### config.mk
export PLATFORM = sky130hd
export DESIGN_NAME = pulse_monitor_flat
export DESIGN_NICKNAME = d
export VERILOG_FILES = /design/src/rtl/pulse_monitor_if.sv /design/src/rtl/pulse_monitor.sv /design/src/flat_wrapper.sv
export SDC_FILE = /design/constraint.sdc
export NUM_CORES = 1
export LEC_CHECK = 0
export ABC_AREA = 1
export BUFFER_PORTS_ARGS = -buffer_cell sky130_fd_sc_hd__buf_2
export CORE_MARGIN = 5
export CORE_UTILIZATION = 30
export DETAILED_ROUTE_END_ITERATION = 10
export HOLD_SLACK_MARGIN = 0.02
export PLACE_DENSITY_LB_ADDON = 0.1
export SLEW_MARGIN = 20
export SYNTH_ARGS = -nofsm -noshare
export SYNTH_HDL_FRONTEND = slang
export SYNTH_SLANG_ARGS = --single-unit
### constraint.sdc
create_clock -name CLK -period 1.85 [get_ports CLK]
set_clock_uncertainty 0.2 [all_clocks]
set_input_delay 0.0925 -clock CLK [delete_from_list [all_inputs] [get_ports CLK]]
set_output_delay 0.0925 -clock CLK [all_outputs]
set_load 0.03 [all_outputs]
### src/rtl/pulse_monitor_if.sv
// Signal bundle between the pulse-transition FSM (master side) and pulse_monitor (slave side).
interface pulse_monitor_if #(
  parameter int CNT_W   = 16,
  parameter int WIDTH_W = 8
);
  logic               IDLE;
  logic               PRE_PULSE;
  logic               PULSE;
  logic               CLR_ERR;
  logic [CNT_W-1:0]   PULSE_CNT;
  logic [WIDTH_W-1:0] LAST_WIDTH;
  logic               WIDTH_VALID;
  logic               SEQ_ERR;
  logic [1:0]         ERR_CODE;
  logic               TOO_LONG;

  modport master (
    output IDLE, PRE_PULSE, PULSE, CLR_ERR,
    input  PULSE_CNT, LAST_WIDTH, WIDTH_VALID, SEQ_ERR, ERR_CODE, TOO_LONG
  );

  modport slave (
    input  IDLE, PRE_PULSE, PULSE, CLR_ERR,
    output PULSE_CNT, LAST_WIDTH, WIDTH_VALID, SEQ_ERR, ERR_CODE, TOO_LONG
  );
endinterface

### src/rtl/pulse_monitor.sv
// Checks IDLE -> PRE_PULSE -> PULSE -> IDLE sequencing, measures pulse widths and counts pulses.
// Optional pulse-overlength flag enabled by defining PULSE_MON_MAXCHK_EN.
module pulse_monitor #(
  parameter int CNT_W     = 16,
  parameter int WIDTH_W   = 8,
  parameter int MAX_PULSE = 4
) (
  input logic             CLK,
  input logic             RST,
  pulse_monitor_if.slave  bus
);

  typedef enum logic [1:0] {
    S_WAIT  = 2'd0,
    S_IDLE  = 2'd1,
    S_PRE   = 2'd2,
    S_PULSE = 2'd3
  } state_t;

  localparam logic [2:0]         V_IDLE    = 3'b100;
  localparam logic [2:0]         V_PRE     = 3'b010;
  localparam logic [2:0]         V_PULSE   = 3'b001;
  localparam logic [WIDTH_W-1:0] WIDTH_ONE = {{(WIDTH_W-1){1'b0}}, 1'b1};
  localparam logic [WIDTH_W-1:0] WIDTH_MAX = {WIDTH_W{1'b1}};
  localparam logic [CNT_W-1:0]   CNT_ONE   = {{(CNT_W-1){1'b0}}, 1'b1};

  function automatic logic is_onehot3(input logic [2:0] v);
    return (v == V_IDLE) || (v == V_PRE) || (v == V_PULSE);
  endfunction

  logic [2:0]         in_q_r;
  state_t             state_r, state_s;
  logic [WIDTH_W-1:0] width_r, width_s;
  logic [CNT_W-1:0]   pulse_cnt_r;
  logic [WIDTH_W-1:0] last_width_r;
  logic               width_valid_r;
  logic               seq_err_r;
  logic [1:0]         err_code_r;
  logic               err_s;
  logic [1:0]         code_s;
  logic               done_s;

  // Sequence checker: error detection in priority order, then legal transitions and width counting
  always_comb begin
    state_s = state_r;
    width_s = width_r;
    err_s   = 1'b0;
    code_s  = 2'd0;
    done_s  = 1'b0;
    case (state_r)
      S_WAIT: begin
        if (in_q_r == V_IDLE) begin
          state_s = S_IDLE;
        end else begin
          state_s = S_WAIT;
        end
      end
      default: begin
        if (!is_onehot3(in_q_r)) begin
          err_s   = 1'b1;
          code_s  = 2'd1;
          state_s = S_WAIT;
          width_s = '0;
        end else if ((state_r == S_IDLE) && (in_q_r == V_PULSE)) begin
          err_s   = 1'b1;
          code_s  = 2'd2;
          state_s = S_WAIT;
          width_s = '0;
        end else if (((state_r == S_PRE) && (in_q_r == V_IDLE)) ||
                     ((state_r == S_PULSE) && (in_q_r == V_PRE))) begin
          err_s   = 1'b1;
          code_s  = 2'd3;
          state_s = S_WAIT;
          width_s = '0;
        end else begin
          // Only one-hot values legal for the current state reach here
          case (state_r)
            S_IDLE: begin
              if (in_q_r == V_PRE) begin
                state_s = S_PRE;
              end else begin
                state_s = S_IDLE;
              end
            end
            S_PRE: begin
              if (in_q_r == V_PULSE) begin
                state_s = S_PULSE;
                width_s = WIDTH_ONE;
              end else begin
                state_s = S_PRE;
              end
            end
            S_PULSE: begin
              if (in_q_r == V_IDLE) begin
                state_s = S_IDLE;
                done_s  = 1'b1;
                width_s = '0;
              end else if (width_r == WIDTH_MAX) begin
                width_s = WIDTH_MAX;
              end else begin
                width_s = width_r + WIDTH_ONE;
              end
            end
            default: begin
              state_s = S_WAIT;
            end
          endcase
        end
      end
    endcase
  end

  // Input stage, FSM, width counter and reporting registers
  always_ff @(posedge CLK) begin
    if (RST) begin
      in_q_r        <= 3'b000;
      state_r       <= S_WAIT;
      width_r       <= '0;
      pulse_cnt_r   <= '0;
      last_width_r  <= '0;
      width_valid_r <= 1'b0;
      seq_err_r     <= 1'b0;
      err_code_r    <= 2'd0;
    end else begin
      in_q_r        <= {bus.IDLE, bus.PRE_PULSE, bus.PULSE};
      state_r       <= state_s;
      width_r       <= width_s;
      width_valid_r <= done_s;
      if (done_s) begin
        last_width_r <= width_r;
        pulse_cnt_r  <= pulse_cnt_r + CNT_ONE;
      end
      // A fresh error beats a simultaneous clear; otherwise the first code is held
      if (err_s) begin
        seq_err_r <= 1'b1;
        if (!seq_err_r || bus.CLR_ERR) begin
          err_code_r <= code_s;
        end
      end else if (bus.CLR_ERR) begin
        seq_err_r  <= 1'b0;
        err_code_r <= 2'd0;
      end
    end
  end

  assign bus.PULSE_CNT   = pulse_cnt_r;
  assign bus.LAST_WIDTH  = last_width_r;
  assign bus.WIDTH_VALID = width_valid_r;
  assign bus.SEQ_ERR     = seq_err_r;
  assign bus.ERR_CODE    = err_code_r;

`ifdef PULSE_MON_MAXCHK_EN
  logic too_long_r;
  logic too_long_set_s;

  assign too_long_set_s = (state_r == S_PULSE) && (32'(width_r) > 32'(MAX_PULSE));

  // Sticky overlength flag, independent of sequencing errors
  always_ff @(posedge CLK) begin
    if (RST) begin
      too_long_r <= 1'b0;
    end else if (too_long_set_s) begin
      too_long_r <= 1'b1;
    end else if (bus.CLR_ERR) begin
      too_long_r <= 1'b0;
    end
  end

  assign bus.TOO_LONG = too_long_r;
`else
  // MAX_PULSE has no effect without the overlength check
  if (MAX_PULSE < 0) begin : g_max_pulse_unused
  end

  assign bus.TOO_LONG = 1'b0;
`endif

endmodule

### src/flat_wrapper.sv
// flat-port wrapper written by rule: the top's interface ports become plain ports
module pulse_monitor_flat 
#(
  parameter int CNT_W     = 16,
  parameter int WIDTH_W   = 8,
  parameter int MAX_PULSE = 4
)
  (CLK, RST, bus_IDLE, bus_PRE_PULSE, bus_PULSE, bus_CLR_ERR, bus_PULSE_CNT, bus_LAST_WIDTH, bus_WIDTH_VALID, bus_SEQ_ERR, bus_ERR_CODE, bus_TOO_LONG);
  pulse_monitor_if #(.CNT_W(CNT_W), .WIDTH_W(WIDTH_W)) bus_i ();
  input logic CLK;
  input logic RST;
  input wire logic [$bits(bus_i.IDLE)-1:0] bus_IDLE;
  input wire logic [$bits(bus_i.PRE_PULSE)-1:0] bus_PRE_PULSE;
  input wire logic [$bits(bus_i.PULSE)-1:0] bus_PULSE;
  input wire logic [$bits(bus_i.CLR_ERR)-1:0] bus_CLR_ERR;
  output wire logic [$bits(bus_i.PULSE_CNT)-1:0] bus_PULSE_CNT;
  output wire logic [$bits(bus_i.LAST_WIDTH)-1:0] bus_LAST_WIDTH;
  output wire logic [$bits(bus_i.WIDTH_VALID)-1:0] bus_WIDTH_VALID;
  output wire logic [$bits(bus_i.SEQ_ERR)-1:0] bus_SEQ_ERR;
  output wire logic [$bits(bus_i.ERR_CODE)-1:0] bus_ERR_CODE;
  output wire logic [$bits(bus_i.TOO_LONG)-1:0] bus_TOO_LONG;
  assign bus_i.IDLE = bus_IDLE;
  assign bus_i.PRE_PULSE = bus_PRE_PULSE;
  assign bus_i.PULSE = bus_PULSE;
  assign bus_i.CLR_ERR = bus_CLR_ERR;
  assign bus_PULSE_CNT = bus_i.PULSE_CNT;
  assign bus_LAST_WIDTH = bus_i.LAST_WIDTH;
  assign bus_WIDTH_VALID = bus_i.WIDTH_VALID;
  assign bus_SEQ_ERR = bus_i.SEQ_ERR;
  assign bus_ERR_CODE = bus_i.ERR_CODE;
  assign bus_TOO_LONG = bus_i.TOO_LONG;
  pulse_monitor #(.CNT_W(CNT_W), .WIDTH_W(WIDTH_W), .MAX_PULSE(MAX_PULSE)) u_core (.CLK(CLK), .RST(RST), .bus(bus_i));
endmodule
==> flow_summary.ini, run 1 <==
[run_status]
outcome = completed

[floorplan]
die_h_um = 89.6
dieWidth_um = 89.6
core_area_um2 = 6240
die_area_um2 = 8030
rows = 29
ios = 35
start_util_pct = 30.5

[setup_path]
critPathKind = flop to flop
rr_endpoint = u_core.width_r[3]
crit_arrival_ps = 1700
cp_slowest_cell = dfxtp_1
reg2reg_depth = 7
r2r-start = u_core.width_r[1]
reg2reg_slack_ps = 170
crit_chain = ha_1 > nand2_1 > nor3_2 > nand3_1 > inv_1 > o21ai_0 > a21oi_1
critPathMaxStageDelay_ps = 380
endpoint_kind = flop
startpoint_type = flop
cp.required_ps = 1870
critPathMaxFanout = 5
endpoint = u_core.width_r[3]
cp-startpoint = u_core.width_r[1]

[grt]
track_usage_pct = 12.0
grt_max_degree = 30
grt_pass1_vias = 1685
grt_overflow_total = 0
antenna_found_initial = 0
grt_pass1_wl_um = 7490

[timing]
finalSetupViolations = 0
rsz0062_at_grt = no
slew_violations = 0
fin_crit_sh_pct = 90.9
setup_tns_ps = 0
min_period_ps = 1680
max_freq_mhz = 595
whs_ps = 39.9
hold_viol_final = 0

[placement]
post_dp_cell_area_um2 = 2160
port-buffer-count = 33
place_hpwl_um = 3160
place_congestion = 0.721

[clocking]
clkLatencyLatePin_ps = 290
cts_buffer_depth = 2
clock-sinks = 41
htree_levels = 2
cts_buffers = 5
tritoncts = done
clkTransAtPathRegs_ps = 80
cts-root-buf = clkbuf_8

[logic_synthesis]
synth_seq_area_share_pct = 43.2
synth_fa_ha_area_share_pct = 1.32
syn_area_um2 = 1900
synth_cell_type_count = 31
syn_inst = 263
synth_top_family_by_area = simple AND/OR/NAND/NOR gates
synth_top_cell_area_share_pct = 43.2
yosysWarnings = 0
ys_top_cells_by_area = dfxtp_1 (43%), nand2_1 (13%), nor2_1 (7.3%)
synth_seq_cells = 41
synth-simple-area-share_pct = 33.7
yosys-mux-area-fraction_pct = 0
avgSynthCellArea_um2 = 7.23
synth_top_area_cell = dfxtp_1
synth_nets = 271
yosys.area_share.xor_xnor_pct = 3.23
synth_compound_area_share_pct = 11.5

[layout]
fin_nets = 312
finalCoreUtilization_pct = 36.8
layout_commonest_cell = nand2_1
stdcell_area_um2 = 2290
final_cell_mix = nand2_1 (65), dfxtp_1 (39), nor2_1 (37), buf_2 (33), a21oi_1 (26)
synthToLayoutAreaGrowth_pct = 20.7
layout-drive-gt1-share_pct = 21.4
register_area_um2 = 823
num_antenna_cells = 0
fillers = 695
multi_input_area_um2 = 956

[min_path]
holdCritStartpoint = RST
hold_class = primary input to flop

[routing]
via_per_inst = 4.49
drc_errors = 0
ant_nets = 0
post_drt_wl_per_cell_um = 11.4
drt-total-wl_um = 4360
drt_iter0_drc = 46
vias = 1709
dr.pass1.iters = 4

[power]
p_leak_nw = 1.04
p_total_mw = 1.59
vdd_drop_max_uv = 245
power.density_nw_per_um2 = 692

[job]
maxCapViolations = 0
==> final cells by class <==
class                           instances  area share [%]
Multi-Input combinational cell        190            41.7
Sequential cell                        41            35.9
Timing Repair Buffer                   41            10.3
Inverter                               25            4.25
Tap cell                               77            4.20
Clock buffer                            7            3.76
==> repair_timing <==
item | CTS | global route
resized for setup | 0 | 4
hold buffers | 4 | 0
endpoints found under the hold margin | 6 | 0
setup endpoints to repair | 0 | 4
buffers inserted | 0 | 0
==> registers in the layout, summed over array words and instances, names as in the netlist <==
signal and count:
u_core.bus.PULSE_CNT 16, u_core.bus.LAST_WIDTH 8, u_core.width_r 8, u_core.in_q_r 3, u_core.bus.ERR_CODE 2, u_core.state_r 2
u_core.bus.SEQ_ERR 1, u_core.bus.WIDTH_VALID 1
==> worst max-delay path, delay by kind of cell, from the launching register on <==
family,cells,cell delay [ps]
and+or+nand+nor,3,510
DFF,1,380
AOI/OAI and AO/OA,2,220
adders and majority gates,1,180
buffers and inverters,1,110
==> worst min-delay path by stage <==
| stage | endpoint | slack [ps] | depth (start not counted) |
|---|---|---|---|
| 6_report | u_core.bus.PULSE_CNT[14] | 40 | 4 |
| 5_1_grt | u_core.bus.PULSE_CNT[6] | 80 | 4 |
| 4_1_cts | u_core.bus.PULSE_CNT[14] | 50 | 4 |
| 3_5_place_dp | u_core.in_q_r[2] | 110 | 3 |
| 3_3_place_gp | u_core.in_q_r[2] | 100 | 3 |
| 2_1_floorplan | u_core.in_q_r[0] | -0.5 | 2 |
==> Yosys cell counts, drive strengths merged <==
| master | n |
|---|---|
| ha | 2 |
| or2 | 1 |
| nor3 | 5 |
| xor2 | 1 |
| inv | 24 |
| buf | 4 |
| xnor2 | 6 |
| clkinv | 1 |
| nor2 | 41 |
| nand4 | 3 |
| nand3b | 1 |
| conb | 1 |
| clkbuf | 3 |
| dfxtp | 41 |
| nand3 | 18 |
| a211oi | 1 |
| a21oi | 26 |
| o21ai | 13 |
| a41oi | 1 |
| a31oi | 1 |
| nand2 | 69 |
==> power by group <==
part	internal [mW]	total (mW)	leakage [nW]	switching (mW)
clock	0.296	0.595	0.0443	0.298
sequential	0.891	0.897	0.333	0.00590
combinational	0.0313	0.0951	0.665	0.0638
total	1.22	1.59	1.04	0.368
==> metal layers <==
metal  track usage, %  up-vias  part of all wire [%]
met4             4.06        0                  0.71
met1             15.3      756                    50
met5                0        -                     0
li1                 -      924                     -
met2             19.3       27                    44
met3             3.65        2                   4.7
==> per-stage QoR <==
stage / cells / worst slack, ps
final: 381 / 168
after global routing: 381 / 6.36
after CTS: 381 / 105
after detailed placement: 370 / 126
after global placement: 370 / 138
after floorplan: 263 / 122
==> cell families after synthesis <==
group | count (synthesis)
simple gates | 138
other cells | 1
flops | 41
fa+ha+maj | 2
xor+xnor | 7
buf+inv | 32
compound gates | 42
Power figures use the tool's default switching activity.
==> run 2: changes to the inputs <==
- CORE_UTILIZATION: 30 -> 54
==> run 2 against run 1 <==
  * Sequential power about the same
  * Worst setup slack worse by 69 ps
  * Global-route usage increased by 5.6 points
  * Clock power is 5.5% higher
  * Count of clock-buffer cells in the layout is 1 lower
  * Maximum frequency shrank 4.0%
  * Die area shrank 40%
  * Critical endpoint is now u_core.bus.PULSE_CNT[14]
==> flow_summary.ini, run 2 (synthesized netlist as in run 1, its figures left out) <==
[run_status]
outcome = completed

[floorplan]
rows = 21
die_area_um2 = 4810
dieWidth_um = 69.3
die_h_um = 69.3
start_util_pct = 56.5
ios = 35
core_area_um2 = 3360

[setup_path]
endpoint_kind = flop
cp_top_family = simple AND/OR/NAND/NOR gates
crit_arrival_ps = 1860
critPathMaxFanout = 4
reg2reg_depth = 9
cp.required_ps = 1960
startpoint_type = flop
crit_buf_inv = 0
worstSetupPathDepth = 9
cp_common_cell = nand2_1
critPathKind = flop to flop
cp_slowest_cell = dfxtp_2
crit_chain = ha_1 > nand3_1 > nor2_2 > nand4_2 > nor3_4 > nand2_2 > nand2_1 > nand2_1 > nor2_1
critPathMaxStageDelay_ps = 390

[power]
internal-power_mw = 1.25
switchingPower_mw = 0.377
clockPowerShare_pct = 38.6
p_seq_share_pct = 55.2
p_total_mw = 1.63
p_leak_nw = 1.06
combPwrFrac_pct = 6.1
power.density_nw_per_um2 = 713
vdd_drop_max_uv = 747
switching_share_pct = 23.1

[placement]
post_dp_cell_area_um2 = 2110
place_hpwl_um = 2840
dp.cells = 338
port-buffer-count = 33
place_congestion = 0.789

[clocking]
cts_buffers = 5
cts_setup_buffers = 0
htree_levels = 2
clkTransAtPathRegs_ps = 130
cts-root-buf = clkbuf_4
tritoncts = done
clock-sinks = 41
clkLatencyLatePin_ps = 370
cts_buffer_depth = 2

[timing]
fin_crit_sh_pct = 94.7
finalSetupViolations = 0
slew_violations = 0
hold_viol_final = 0
rsz0062_at_grt = no
whs_ps = 270
setup_tns_ps = 0
max_freq_mhz = 571
min_period_ps = 1750

[layout]
stdcell_area_um2 = 2280
fin_cells = 354
synthToLayoutAreaGrowth_pct = 20.0
fin_nets = 315
final_cell_mix = nand2_1 (65), dfxtp_1 (39), nor2_1 (37), buf_2 (33), a21oi_1 (26)
largest_register_ffs = 16
num_antenna_cells = 0
layout-drive-gt1-share_pct = 21.1
layout_commonest_cell = nand2_1

[grt]
grt_pass1_vias = 1657
antenna_found_initial = 0
grt_overflow_total = 0
grt_max_degree = 30
grt_pass1_wl_um = 7020
track_usage_pct = 17.6

[job]
maxCapViolations = 0

[routing]
drt_iter0_drc = 106
drt-total-wl_um = 4040
via_per_inst = 4.89
ant_nets = 0
drc_errors = 0
vias = 1732
post_drt_wl_per_cell_um = 11.4
dr.pass1.iters = 4

[min_path]
min_path_cells = 2
hold_class = flop to flop
==> run 2: cell type report <==
type | instances | area [µm²]
clock buffers | 6 | 51.3
clock inverters | 2 | 37.5
fillers | 328 | 1080
inverters | 25 | 95.1
multi-input cells | 190 | 948
flip-flops and latches | 41 | 823
well taps | 46 | 57.6
repair buffers | 44 | 268
==> run 2: timing repair <==
| action | CTS | global route |
|---|---|---|
| resized for setup | 0 | 0 |
| hold endpoints to repair | 27 | 0 |
| hold buffers | 8 | 0 |
==> run 2: worst paths after layout <==
| check | end | slack (ps) | startpoint |
|---|---|---|---|
| hold reg to reg | u_core.bus.LAST_WIDTH[4] | 270 | u_core.bus.LAST_WIDTH[4] |
| setup reg to reg | u_core.bus.PULSE_CNT[14] | 100 | u_core.bus.PULSE_CNT[0] |
| hold / removal | u_core.bus.LAST_WIDTH[4] | 270 | u_core.bus.LAST_WIDTH[4] |
| setup / recovery | u_core.bus.PULSE_CNT[14] | 100 | u_core.bus.PULSE_CNT[0] |
==> run 2: worst register-to-register path: stages, from the launching register on <==
cell and delay, ps:
dfxtp_2 390, ha_1 230, nand3_1 110, nor2_2 180
nand4_2 150, nor3_4 180, nand2_2 70, nand2_1 60
nand2_1 50, nor2_1 90
==> run 2: routing by layer <==
layer,GRT usage [%],up-vias,wire length (µm)
met5,0,-,0
met4,8.46,0,80
met3,4.20,7,165
met2,29.1,39,1810
met1,21.4,755,1980
li1,-,931,-
==> run 2: per-stage QoR <==
stage	worst slack [ps]	utilization, %
2_1_floorplan	122	-
3_3_place_gp	205	62.8
3_5_place_dp	142	62.8
4_1_cts	115	67.8
5_1_grt	5.78	67.8
6_report	98.9	67.8
==> run 2: power groups by stage <==
stage | combinational, mW | clock, mW | sequential [mW]
2_1_floorplan | 0.0574 | 0 | 0.926
3_3_place_gp | 0.0868 | 0 | 0.918
3_5_place_dp | 0.0873 | 0 | 0.919
4_1_cts | 0.100 | 0.637 | 0.899
5_1_grt | 0.115 | 0.685 | 0.901
6_report | 0.100 | 0.628 | 0.899
